$ cat src/rtl/read_data_router.sv
// read_data_router
//   Return path for AXI read bursts. Beats from slaves S0, S1 and the default
//   slave SD are routed to master M0 or M1. The destination is the upper
//   nibble of the slave-side RID (0 -> M0, 1 -> M1, anything else -> sink,
//   where beats are accepted and dropped so the slave never hangs).
//   Slaves are arbitrated round-robin; the grant is locked for a whole burst
//   and released on the RLAST handshake.
//
// Handshake: a beat transfers on a cycle where RVALID and RREADY are both
//   high. RVALID from a slave is assumed to stay high until its beat is
//   accepted. Sx_RREADY never rises without Sx_RVALID.
//
// Ports
//   clk, rst                 clock / asynchronous active-high reset
//   S0_*, S1_*, SD_*         slave-side R channels (RID is {master, txn_id})
//   M0_*, M1_*               master-side R channels (RID is txn_id only)
//   dbg_busy                 1 while a burst is locked (FSM state)
//   dbg_rr_ptr               slave with highest priority in the next IDLE
module read_data_router #(
    parameter int DATA_W = 32,
    parameter int IDS_W  = 8,
    parameter int ID_W   = 4
) (
    input  logic              clk,
    input  logic              rst,
    input  logic [IDS_W-1:0]  S0_RID,
    input  logic [DATA_W-1:0] S0_RDATA,
    input  logic [1:0]        S0_RRESP,
    input  logic              S0_RLAST,
    input  logic              S0_RVALID,
    output logic              S0_RREADY,
    input  logic [IDS_W-1:0]  S1_RID,
    input  logic [DATA_W-1:0] S1_RDATA,
    input  logic [1:0]        S1_RRESP,
    input  logic              S1_RLAST,
    input  logic              S1_RVALID,
    output logic              S1_RREADY,
    input  logic [IDS_W-1:0]  SD_RID,
    input  logic [DATA_W-1:0] SD_RDATA,
    input  logic [1:0]        SD_RRESP,
    input  logic              SD_RLAST,
    input  logic              SD_RVALID,
    output logic              SD_RREADY,
    output logic [ID_W-1:0]   M0_RID,
    output logic [DATA_W-1:0] M0_RDATA,
    output logic [1:0]        M0_RRESP,
    output logic              M0_RLAST,
    output logic              M0_RVALID,
    input  logic              M0_RREADY,
    output logic [ID_W-1:0]   M1_RID,
    output logic [DATA_W-1:0] M1_RDATA,
    output logic [1:0]        M1_RRESP,
    output logic              M1_RLAST,
    output logic              M1_RVALID,
    input  logic              M1_RREADY,
    output logic              dbg_busy,
    output logic [1:0]        dbg_rr_ptr
);
    typedef enum logic {IDLE = 1'b0, BUSY = 1'b1} state_t;

    localparam logic [1:0] TGT_M0   = 2'd0;
    localparam logic [1:0] TGT_M1   = 2'd1;
    localparam logic [1:0] TGT_SINK = 2'd2;

    state_t     state_q, state_d;
    logic [1:0] grant_q, grant_d;
    logic [1:0] target_q, target_d;
    logic [1:0] rr_ptr_q, rr_ptr_d;

    logic [2:0]        s_rvalid;
    logic [1:0]        c0, c1, c2, win;
    logic [IDS_W-1:0]  win_rid;
    logic [IDS_W-1:0]  g_rid;
    logic [DATA_W-1:0] g_data;
    logic [1:0]        g_resp;
    logic              g_last, g_valid;
    logic              g_ready, hs;

    function automatic logic [1:0] next_idx(input logic [1:0] i);
        return (i == 2'd2) ? 2'd0 : i + 2'd1;
    endfunction

    assign s_rvalid   = {SD_RVALID, S1_RVALID, S0_RVALID};
    assign dbg_busy   = (state_q == BUSY);
    assign dbg_rr_ptr = rr_ptr_q;

    // Round-robin pick: scan from rr_ptr in S0->S1->SD order.
    always_comb begin
        c0 = rr_ptr_q;
        c1 = next_idx(c0);
        c2 = next_idx(c1);
        if (s_rvalid[c0])      win = c0;
        else if (s_rvalid[c1]) win = c1;
        else                   win = c2;
        case (win)
            2'd0:    win_rid = S0_RID;
            2'd1:    win_rid = S1_RID;
            default: win_rid = SD_RID;
        endcase
    end

    // Mux of the granted slave's channel.
    always_comb begin
        case (grant_q)
            2'd0: begin
                g_rid = S0_RID; g_data = S0_RDATA; g_resp = S0_RRESP;
                g_last = S0_RLAST; g_valid = S0_RVALID;
            end
            2'd1: begin
                g_rid = S1_RID; g_data = S1_RDATA; g_resp = S1_RRESP;
                g_last = S1_RLAST; g_valid = S1_RVALID;
            end
            default: begin
                g_rid = SD_RID; g_data = SD_RDATA; g_resp = SD_RRESP;
                g_last = SD_RLAST; g_valid = SD_RVALID;
            end
        endcase
    end

    // Outputs: everything is zero unless BUSY; then the granted slave is
    // passed straight through to the latched target.
    always_comb begin
        M0_RID = '0; M0_RDATA = '0; M0_RRESP = '0; M0_RLAST = 1'b0; M0_RVALID = 1'b0;
        M1_RID = '0; M1_RDATA = '0; M1_RRESP = '0; M1_RLAST = 1'b0; M1_RVALID = 1'b0;
        S0_RREADY = 1'b0;
        S1_RREADY = 1'b0;
        SD_RREADY = 1'b0;
        g_ready   = 1'b0;
        if (state_q == BUSY) begin
            case (target_q)
                TGT_M0: begin
                    M0_RID = g_rid[ID_W-1:0]; M0_RDATA = g_data; M0_RRESP = g_resp;
                    M0_RLAST = g_last; M0_RVALID = g_valid;
                    g_ready = M0_RREADY & g_valid;
                end
                TGT_M1: begin
                    M1_RID = g_rid[ID_W-1:0]; M1_RDATA = g_data; M1_RRESP = g_resp;
                    M1_RLAST = g_last; M1_RVALID = g_valid;
                    g_ready = M1_RREADY & g_valid;
                end
                default: g_ready = g_valid;  // sink: drain without a master
            endcase
            case (grant_q)
                2'd0:    S0_RREADY = g_ready;
                2'd1:    S1_RREADY = g_ready;
                default: SD_RREADY = g_ready;
            endcase
        end
    end

    assign hs = g_ready;  // g_ready already includes g_valid

    // Next-state logic.
    always_comb begin
        state_d  = state_q;
        grant_d  = grant_q;
        target_d = target_q;
        rr_ptr_d = rr_ptr_q;
        case (state_q)
            IDLE: begin
                if (|s_rvalid) begin
                    grant_d = win;
                    if (win_rid[IDS_W-1:ID_W] == '0)
                        target_d = TGT_M0;
                    else if (win_rid[IDS_W-1:ID_W] == (IDS_W-ID_W)'(1))
                        target_d = TGT_M1;
                    else
                        target_d = TGT_SINK;
                    state_d = BUSY;
                end
            end
            default: begin
                if (hs && g_last) begin
                    state_d  = IDLE;
                    rr_ptr_d = next_idx(grant_q);
                end
            end
        endcase
    end

    always_ff @(posedge clk or posedge rst) begin
        if (rst) begin
            state_q  <= IDLE;
            grant_q  <= 2'd0;
            target_q <= TGT_M0;
            rr_ptr_q <= 2'd0;
        end else begin
            state_q  <= state_d;
            grant_q  <= grant_d;
            target_q <= target_d;
            rr_ptr_q <= rr_ptr_d;
        end
    end
endmodule

$ cat config.mk
export PLATFORM = sky130hd
export DESIGN_NAME = read_data_router
export DESIGN_NICKNAME = d
export VERILOG_FILES = /design/src/rtl/read_data_router.sv
export SDC_FILE = /design/constraint.sdc
export NUM_CORES = 1
export LEC_CHECK = 0
export ABC_AREA = 0
export BUFFER_PORTS_ARGS = -buffer_cell sky130_fd_sc_hd__buf_2
export CAP_MARGIN = 0
export CORE_AREA = 2 2 86 88
export CTS_BUF_LIST = sky130_fd_sc_hd__clkbuf_2 sky130_fd_sc_hd__clkbuf_4 sky130_fd_sc_hd__clkbuf_8
export CTS_CLUSTER_SIZE = 10
export DETAILED_ROUTE_END_ITERATION = 10
export DIE_AREA = 0 0 88 90
export MAX_ROUTING_LAYER = met4
export REMOVE_ABC_BUFFERS = 1
export SYNTH_ARGS = -nofsm -noshare
export SYNTH_HDL_FRONTEND = slang
export SYNTH_SLANG_ARGS = --single-unit
$ cat constraint.sdc
create_clock -name clk -period 1.6 [get_ports clk]
set_input_delay 0.32 -clock clk [delete_from_list [all_inputs] [get_ports clk]]
set_output_delay 0.32 -clock clk [all_outputs]
set_load 0.02 [all_outputs]
==> results.toml <==
[grt]
grt_pass1_vias = 2561
grt_antenna_before_repair = 0
grt_use_total = 0.192
met1_usage = 0.223
grtUsageMet2 = 0.342
grt_pass1_wl_um = 11900
busiest_layer = "met2"
gr-total-overflow = 0
grt_max_degree = 52
use_met3 = 0.0202

[synthesis]
synth-compound-area-share = 0.193
synth_mux_area_frac = 0.277
synth_top_family_by_area = "simple AND/OR/NAND/NOR gates"
avgSynthCellArea_um2 = 6.04
synthDistinctLibCells = 32
synth-seq-cells = 7
synth-simple-area-share = 0.354
syn_inst = 271
synthArstFlopShare = 1.00
yosys_warnings = 0
synth_edf_count = 0
synth_ff_type = "dfrtp_1"
synth_area_um2 = 1640
yosysSeqAreaShare = 0.107
yosys.area_share.adder = 0
synthXorXnorAreaFrac = 0

[layout]
n_antenna_cell = 0
fin_nets = 640
area_growth_pct = 127
fin_cells = 602
final_area_um2 = 3710
drive_gt1_frac = 0.642

[placed_design]
dp_cells = 583
placed_area_um2 = 2940
gp_congestion = 0.957
place_ws_ns = -0.100
port_buffers = 221
post-dp-hpwl_um = 6200

[sta]
rsz0062_at_grt = "true"
maxSlewHeadroom = 0.764
whs_ns = 0.0152
fin_skew_ns = 0.00192
slew_viol_final = 0
fin_crit_sh = 1.20
period_needed_ns = 1.92
fmax_ghz = 0.521
hold_violations = 0
fin_ws_ns = -0.318
worst_pin_slew_ns = 0.351
finalSetupViolCount = 85

[die]
rows = 31
dieWidth_um = 88
die_area_um2 = 7920
core_region_area_um2 = 7020
die_height_um = 90
start_util = 0.233
ios = 222

[drt]
postRouteAntennaNets = 0
first_pass_iters = 4
drc = 0
drtIter0Drc = 104
routedWlPerCell_um = 14.2
via_count = 2789
routed_wl_um = 8530
vias_per_cell = 4.63

[cts]
holdBufCountCts = 0
clock_path_buffers = 2
cts.sinks = 7
cts_tree = "yes"
h-tree-depth = 1
clk_latency_ns = 0.22
ctsRootBufferMaster = "clkbuf_8"
path_clk_slew_ns = 0.04
cts_buffers = 3

[setup_path]
critPathMostFrequentCell = "nor2_1"
max_stage_delay_ns = 0.44
cp_top_family = "buffers and inverters"
r2r_cells = 7
worst-path-max-fanout = 5
critPathKind = "reg2out"
path_buf_inv = 3
cp_slowest_cell = "dfrtp_2"
timing.rr.start = "grant_q[0]"
regToRegSetupSlack_ns = -0.14
crit_path_start_kind = "flop"
required_ns = 1.28
endpoint_kind = "output port"
crit_chain = "buf_12, buf_16, mux2i_1, nor2_1, a21oi_1, nor2_1, buf_2"
critical_path_arrival_ns = 1.60
r2r_end = "dbg_rr_ptr[0]"

[pwr]
irDropWorstVdd_mv = 0.646
p_per_area_nw_per_um2 = 1550
cellLeakagePower_nw = 1.92

[outcome]
violations = "setup timing"
status = "complete, but fails checks"

[run]
cap_violations = 0

[hold_path]
hold_path_class = "in2async"
==> synthesized netlist by cell type, types with 3 or more instances <==
cell / count / area [um^2]
a21oi_1: 40 / 200
nor3_1: 3 / 15.0
nor2_1: 124 / 465
inv_1: 3 / 11.3
dfrtp_1: 7 / 175
clkbuf_1: 9 / 33.8
buf_1: 6 / 22.5
mux2i_1: 40 / 400
buf_2: 7 / 35.0
nor2b_1: 3 / 18.8
==> kinds of logic (layout without fill, tap and decap cells) <==
| family | Yosys count | in the layout |
|---|---|---|
| AOI/OAI and AO/OA | 52 | 52 |
| buffers and inverters | 26 | 258 |
| DFF | 7 | 7 |
| muxes | 44 | 44 |
| and+or+nand+nor | 142 | 142 |
==> stage by stage <==
step           total power [mW]  TNS (ns)   util
2_1_floorplan              2.90    -86.41      -
3_3_place_gp               4.20     -1.91  0.419
3_5_place_dp               4.21     -2.92  0.419
4_1_cts                    5.29    -22.01  0.482
5_1_grt                    6.13    -27.93  0.528
6_report                   5.74    -21.47  0.528
==> metal layers <==
metal / wire [um] / part of all wire / vias up
met2: 4330 / 0.51 / 145
met5: 0 / 0 / -
li1: - / - / 1376
met3: 680 / 0.080 / 10
met1: 3400 / 0.40 / 1258
met4: 114 / 0.013 / 0
==> power by group <==
group / internal (mW) / leakage [nW] / switching, mW
combinational: 2.31 / 1.81 / 2.81
sequential: 0.263 / 0.0817 / 0.105
clock: 0.169 / 0.0255 / 0.0774
==> layout by cell type, fill, tap and decap left out, drive strengths merged <==
cell type	count
nor3b	1
o311ai	1
or2	1
clkinv	1
nand3b	1
a31oi	1
nor2	126
nor2b	3
o31ai	1
a32o	2
or3	2
buf	250
nand2b	2
inv	3
clkbuf	4
nand2	1
nor3	3
o2bb2ai	1
and2	2
mux2	4
a21oi	41
mux2i	40
o21a	1
o21ai	3
o221ai	1
dfrtp	7
==> flip-flops by register name, summed over array words and instances, names as in the netlist <==
name	count
dbg_busy	1
grant_q	2
target_q	2
dbg_rr_ptr	2
==> timing repair <==
item / CTS / global route
gates cloned: 4 / 1
gates resized for setup: 60 / 95
setup endpoints to repair: 83 / 88
setup buffers: 11 / 0
pin swaps: 26 / 31
==> cell type report <==
type                            instances  area, um^2
Inverter                                3        11.3
Fill cell                             647        3310
Multi-Input combinational cell        238        1600
Clock inverter                          1        5.00
Clock buffer                            3        41.3
Sequential cell                         7         178
Timing Repair Buffer                  251        1750
Tap cell                               99         124
==> worst max-delay path by stage <==
| stage | slack [ns] | cells past startpoint | to | startpoint |
|---|---|---|---|---|
| 2_1_floorplan | -1.38 | 4 | S1_RREADY | grant_q[0] |
| 3_3_place_gp | -0.11 | 6 | M1_RID[0] | grant_q[0] |
| 3_5_place_dp | -0.10 | 6 | M1_RID[0] | grant_q[0] |
| 4_1_cts | -0.34 | 8 | M0_RDATA[8] | grant_q[0] |
| 5_1_grt | -0.39 | 7 | M0_RDATA[10] | grant_q[0] |
| 6_report | -0.32 | 7 | M0_RRESP[0] | grant_q[0] |
(Power assumes the default switching activity.)
